--- src/rtl/alu_result_collector.sv ---
// alu_result_collector: captures the one-hot selected execution-unit result into a small FIFO
// and presents it over valid/ready, flagging illegal enable patterns and counting deliveries.
module alu_result_collector #(
  parameter int OUT_WIDTH  = 16,
  parameter int FIFO_DEPTH = 4
) (
  input  logic                 CLK,
  input  logic                 RST,
  input  logic                 IN_VALID,
  output logic                 IN_READY,
  input  logic                 Arith_Enable,
  input  logic                 Logic_Enable,
  input  logic                 CMP_Enable,
  input  logic                 Shift_Enable,
  input  logic [OUT_WIDTH-1:0] Arith_OUT,
  input  logic [OUT_WIDTH-1:0] Logic_OUT,
  input  logic [OUT_WIDTH-1:0] CMP_OUT,
  input  logic [OUT_WIDTH-1:0] Shift_OUT,
  input  logic                 Carry_OUT,
  output logic                 OUT_VALID,
  input  logic                 OUT_READY,
  output logic [OUT_WIDTH-1:0] ALU_OUT,
  output logic                 ALU_CARRY,
  output logic [1:0]           ALU_SRC,
  output logic                 SEL_ERR,
  output logic [15:0]          RESULT_CNT
);
  localparam int AW = $clog2(FIFO_DEPTH);
  localparam int EW = OUT_WIDTH + 3;
  logic [EW-1:0]        r_mem [FIFO_DEPTH];
  logic [AW-1:0]        r_wr;
  logic [AW-1:0]        r_rd;
  logic [AW:0]          r_cnt;
  logic                 r_err;
  logic [15:0]          r_res;
  logic [3:0]           w_en;
  logic                 w_onehot;
  logic                 w_accept;
  logic                 w_push;
  logic                 w_pop;
  logic [1:0]           w_src;
  logic [OUT_WIDTH-1:0] w_data;
  logic [EW-1:0]        w_head;
  assign w_en     = {Shift_Enable, CMP_Enable, Logic_Enable, Arith_Enable};
  assign w_onehot = (w_en != 4'd0) && ((w_en & (w_en - 4'd1)) == 4'd0);
  assign w_src    = Arith_Enable ? 2'd0 : Logic_Enable ? 2'd1 : CMP_Enable ? 2'd2 : 2'd3;
  assign w_data   = Arith_Enable ? Arith_OUT : Logic_Enable ? Logic_OUT : CMP_Enable ? CMP_OUT : Shift_OUT;
  // Handshake flags come only from the registered occupancy, never from the partner's strobe.
  assign IN_READY  = r_cnt != (AW+1)'(FIFO_DEPTH);
  assign OUT_VALID = r_cnt != '0;
  assign w_accept  = IN_VALID && IN_READY;
  assign w_push    = w_accept && w_onehot;
  assign w_pop     = OUT_VALID && OUT_READY;
  assign w_head    = OUT_VALID ? r_mem[r_rd] : '0;
  assign {ALU_SRC, ALU_OUT, ALU_CARRY} = w_head;
  assign SEL_ERR    = r_err;
  assign RESULT_CNT = r_res;
  always_ff @(posedge CLK or negedge RST) begin
    if (!RST) begin
      r_wr  <= '0;
      r_rd  <= '0;
      r_cnt <= '0;
      r_err <= 1'b0;
      r_res <= '0;
    end else begin
      r_wr  <= w_push ? r_wr + AW'(1) : r_wr;
      r_rd  <= w_pop ? r_rd + AW'(1) : r_rd;
      r_cnt <= r_cnt + (AW+1)'(w_push) - (AW+1)'(w_pop);
      r_err <= w_accept && !w_onehot;
      r_res <= r_res + 16'(w_pop);
    end
  end
  // Storage needs no reset: entries are only observable through the count.
  always_ff @(posedge CLK) begin
    if (w_push) r_mem[r_wr] <= {w_src, w_data, Arith_Enable & Carry_OUT};
  end
endmodule
--- config.mk ---
export PLATFORM = sky130hd
export DESIGN_NAME = alu_result_collector
export DESIGN_NICKNAME = d
export VERILOG_FILES = /design/src/rtl/alu_result_collector.sv
export SDC_FILE = /design/constraint.sdc
export NUM_CORES = 1
export LEC_CHECK = 0
export CORE_AREA = 2 2 110 112
export CTS_BUF_LIST = sky130_fd_sc_hd__clkbuf_8
export CTS_CLUSTER_DIAMETER = 60
export DETAILED_ROUTE_END_ITERATION = 8
export DIE_AREA = 0 0 112 114
export DONT_BUFFER_PORTS = 1
export PLACE_DENSITY = 0.62
export SLEW_MARGIN = 20
export SYNTH_ARGS = -nofsm -noshare
export SYNTH_HDL_FRONTEND = slang
export SYNTH_SLANG_ARGS = --single-unit
--- constraint.sdc ---
create_clock -name CLK -period 2.25 [get_ports CLK]
set_input_delay 0.3375 -clock CLK [delete_from_list [all_inputs] [get_ports CLK]]
set_output_delay 0.3375 -clock CLK [all_outputs]
set_load 0.01 [all_outputs]
==> impl_results.md, run 1 <==
- Status: complete, no violations
- Die width: 112 µm
- Grt total ovfl: 0
- First-pass GRT wire length: 13.29 mm
- Vias in the first global route: 2530
- Clk buf depth: 2
- Final Hold Fails: 0
- Total CTS buffers: 9
- Placed cell areas: roughly 4800 µm²
- Via count: 2450
- Cell depth of the worst flop-to-flop path: 9
- DR iter-0 viols: 85
- CP Launch Type: register
- Final Setup Violations: 0
- Critical path, cell by cell: or3_1, and2_4, ha_1, inv_1, ha_1, inv_1, fa_2, xnor2_2, xnor2_1
- Fill count: 1091
- Worst Tran Pin Value: 0.5342 ns
- Slew headroom: 0.6401
- Syn. warnings: 0
- Max Clk Rate: 458.7 MHz
- Pre-CTS WS: 0.008533 ns
- Initial antenna violation count: 0
- Flop2flop setup slack: 0.07 ns
- Mapped cell area: 4526 µm²
- DIE AREA: about 13000 µm²
- Final instance area: ~5000 µm²
- Reg2reg start: r_cnt[2]
- RSZ-0062 raised after global routing: yes
- Met1 Use GR: 0.1594
- Post-Syn Nets: 390
- Slew Limit Fails: 0
- Netlist cell types: 30
- Vias/cell: 5.202
- Crit path buf inv count: 2
- DRC viols: 0
- Critical Path End Type: register
- Detail Route Antenna Nets: 0
- CTS tree: done
- # rows: 40
- Top cells by area, synth: edfxtp_1 (50%), dfrtp_1 (13%), mux4_2 (9.5%), mux2i_1 (3.5%), and2_1 (3.5%)
- Yosys top cell by area: edfxtp_1
- Yosys reg bits: 100
- Final setup margin: 0.06976 ns
- Total Wirelength: ~8.7 mm
- Post-synth top area share: 0.5043
- Number of port buffers: 0
- H-tree level count: 3
- Slowest cell delay on critical path: 0.39 ns
- Final nets: 402
- Average wire per standard cell: 18.37 µm
- Starting Density: 0.3864
- Slowest stage cell, crit path: dfrtp_1
- Main synth FF type: edfxtp_1
- Core Region: 11710 µm²
- Skew final: 0.01384 ns
- WP data arrival: roughly 2.4 ns
- Largest net degree at the start of global routing: 38
- Delay-heaviest family, CP: adder cells
- Leakage power: 1.829 nW
- Register Area: 2883 µm²
- I/O Pins: 111
- Cells after Synth: 308
- Maxcap violations: 0
- Peak VDD IR: 0.4058 mV
- Met3 Use GR: 0.03401
- Min-delay src: IN_VALID
- Syn Area/Cell: 14.69 µm²
- Grt peak-use layer: met2
- Async SR Flop Fraction: 0.2400
- Clk_lat worst skew: ~0.36 ns
- P&R area growth vs syn: 11.75%
- Total GRT Usage: 0.1368
- WS Path Type: register to register
- Worst min path class: input port to register
- Fraction of layout cells with a size suffix above 1: 0.1883
- Post-DP HPWL: 5.942 mm
- Die height: approximately 110 µm
- Hold Path Sink: SEL_ERR
- Worst Path Required: between 2 and 2.5 ns
- Total clock sinks: 100
- Crit path time final: 2.180 ns
- Footprint of the multi-input gates: roughly 1600 µm²
- Final RePlAce weighted congestion: slightly above 0.7
- Root buf cell: clkbuf_8
- Sequential element share of the synthesized area: 0.6370
- GR Util met2: 0.2473
- Hold_ws: approximately 0.13 ns
- ANT cells: 0
- Clock Pin Slew Worst Setup and Hold Paths: roughly 0.080 ns
- Worst hold stages: 2
- Reg2reg end: r_cnt[2]
- Number of synthesized flops with an enable pin: 76
- 1st-pass router iterations: 6
- Final Cycle Share: 0.9690
- Power Density: approximately 1000 nW/µm²
- Crit-path max FO: 3
where the power goes:
| group | total (W) | switching, W | internal [W] |
|---|---|---|---|
| sequential | 0.00240 | 0.000185 | 0.00221 |
| clock | 0.00110 | 0.000593 | 0.000508 |
| combinational | 0.00160 | 0.000793 | 0.000804 |
worst register-to-register path, cell delays in order, from the launching register on:
cell,delay [ns]
dfrtp_1,0.39
or3_1,0.39
and2_4,0.17
ha_1,0.28
inv_1,0.05
ha_1,0.13
inv_1,0.05
fa_2,0.35
xnor2_2,0.14
xnor2_1,0.12
worst max path at each step:
stage,to,depth (start not counted),startpoint
2_1_floorplan,r_cnt[2],12,Logic_Enable
3_3_place_gp,r_cnt[2],9,r_cnt[2]
3_5_place_dp,r_cnt[2],9,r_cnt[2]
4_1_cts,r_cnt[2],11,r_cnt[0]
5_1_grt,r_cnt[2],11,r_cnt[1]
6_report,r_cnt[2],9,r_cnt[2]
through the flow:
stage	TNS, ns	power [W]	utilization	cells
5_1_grt	-0.01138	0.005387	0.4318	471
3_5_place_dp	0	0.004022	0.4106	451
4_1_cts	0	0.005163	0.4299	469
2_1_floorplan	0	0.003629	-	308
3_3_place_gp	0	0.003986	0.4106	451
6_report	0	0.005096	0.4318	471
routing by layer:
metal,up-vias,share of wire,wire length (µm)
li1,1148,-,-
met5,-,0,0
met1,1223,0.40,3504
met3,8,0.053,457
met4,0,0.010,87
met2,71,0.53,4603
layout by cell type (no fill, tap or decap), drive strengths merged:
| master | instances |
|---|---|
| nor2b | 1 |
| clkbuf | 9 |
| fa | 1 |
| nor2 | 21 |
| dfrtp | 24 |
| bufinv | 1 |
| edfxtp | 76 |
| or3 | 1 |
| mux4 | 19 |
| a21oi | 17 |
| nand3 | 5 |
| and3 | 2 |
| mux2 | 1 |
| and2 | 25 |
| nand2 | 23 |
| nor4b | 2 |
| a211oi | 1 |
| xor2 | 7 |
| buf | 16 |
| ha | 8 |
| nor3 | 2 |
| o21ai | 16 |
| xnor2 | 13 |
| inv | 9 |
| or3b | 1 |
| dlygate4sd3 | 1 |
| mux2i | 16 |
| nand4 | 3 |
| clkinvlp | 3 |
cells by family (layout without fill, tap and decap cells):
kind of cell / Yosys count / after routing / synth area share
compound gates: 34 / 34 / 0.03926
xor+xnor: 20 / 20 / 0.03871
fa+ha+maj: 9 / 9 / 0.02654
buf+inv: 23 / 39 / 0.02544
flops: 100 / 100 / 0.6370
mux: 36 / 36 / 0.1333
simple gates: 86 / 86 / 0.09981
sequential cells by signal (all words and copies together) (netlist names):
| signal | flops |
|---|---|
| r_cnt | 3 |
| r_mem | 76 |
| RESULT_CNT | 16 |
| SEL_ERR | 1 |
| r_rd | 2 |
| r_wr | 2 |
final cells by class:
| cell class | count | area share |
|---|---|---|
| flip-flops and latches | 100 | 0.5700 |
| multi-input cells | 185 | 0.3105 |
| repair buffers | 17 | 0.04057 |
| well taps | 147 | 0.03637 |
| clock buffers | 9 | 0.02449 |
| clock inverters | 6 | 0.01286 |
| inverters | 7 | 0.005195 |
cells in the mapped netlist (all sizes together) (3+ instances only):
master  number
ha           8
nor2        21
nand3        5
xor2         7
edfxtp      76
o21ai       16
dfrtp       24
inv          7
mux2i       16
clkbuf       9
nand2       23
mux4        19
buf          7
nand4        3
a21oi       17
and2        25
xnor2       13
repair_timing:
item / CTS / global route
endpoints found under the hold margin: 24 / 0
pin swaps: 0 / 4
gates resized for setup: 0 / 2
setup buffers: 1 / 2
setup endpoints to repair: 1 / 1
hold buffers: 2 / 0
(Power assumes the default switching activity.)
==> inputs of run 2 (changes only) <==
--- a/config.mk
+++ b/config.mk
@@ -7,7 +7,7 @@
 export LEC_CHECK = 0
 export CORE_AREA = 2 2 110 112
 export CTS_BUF_LIST = sky130_fd_sc_hd__clkbuf_8
-export CTS_CLUSTER_DIAMETER = 60
+export CTS_CLUSTER_DIAMETER = 30
 export DETAILED_ROUTE_END_ITERATION = 8
 export DIE_AREA = 0 0 112 114
 export DONT_BUFFER_PORTS = 1
==> results of run 2 <==
No change in the layout: final DEF, timing and power equal those of run 1.
==> inputs of run 3 (changes only) <==
--- a/config.mk
+++ b/config.mk
@@ -7,7 +7,7 @@
 export LEC_CHECK = 0
 export CORE_AREA = 2 2 110 112
 export CTS_BUF_LIST = sky130_fd_sc_hd__clkbuf_8
-export CTS_CLUSTER_DIAMETER = 30
+export CTS_CLUSTER_DIAMETER = 150
 export DETAILED_ROUTE_END_ITERATION = 8
 export DIE_AREA = 0 0 112 114
 export DONT_BUFFER_PORTS = 1
==> results of run 3 <==
No change in the layout: final DEF, timing and power equal those of run 1.
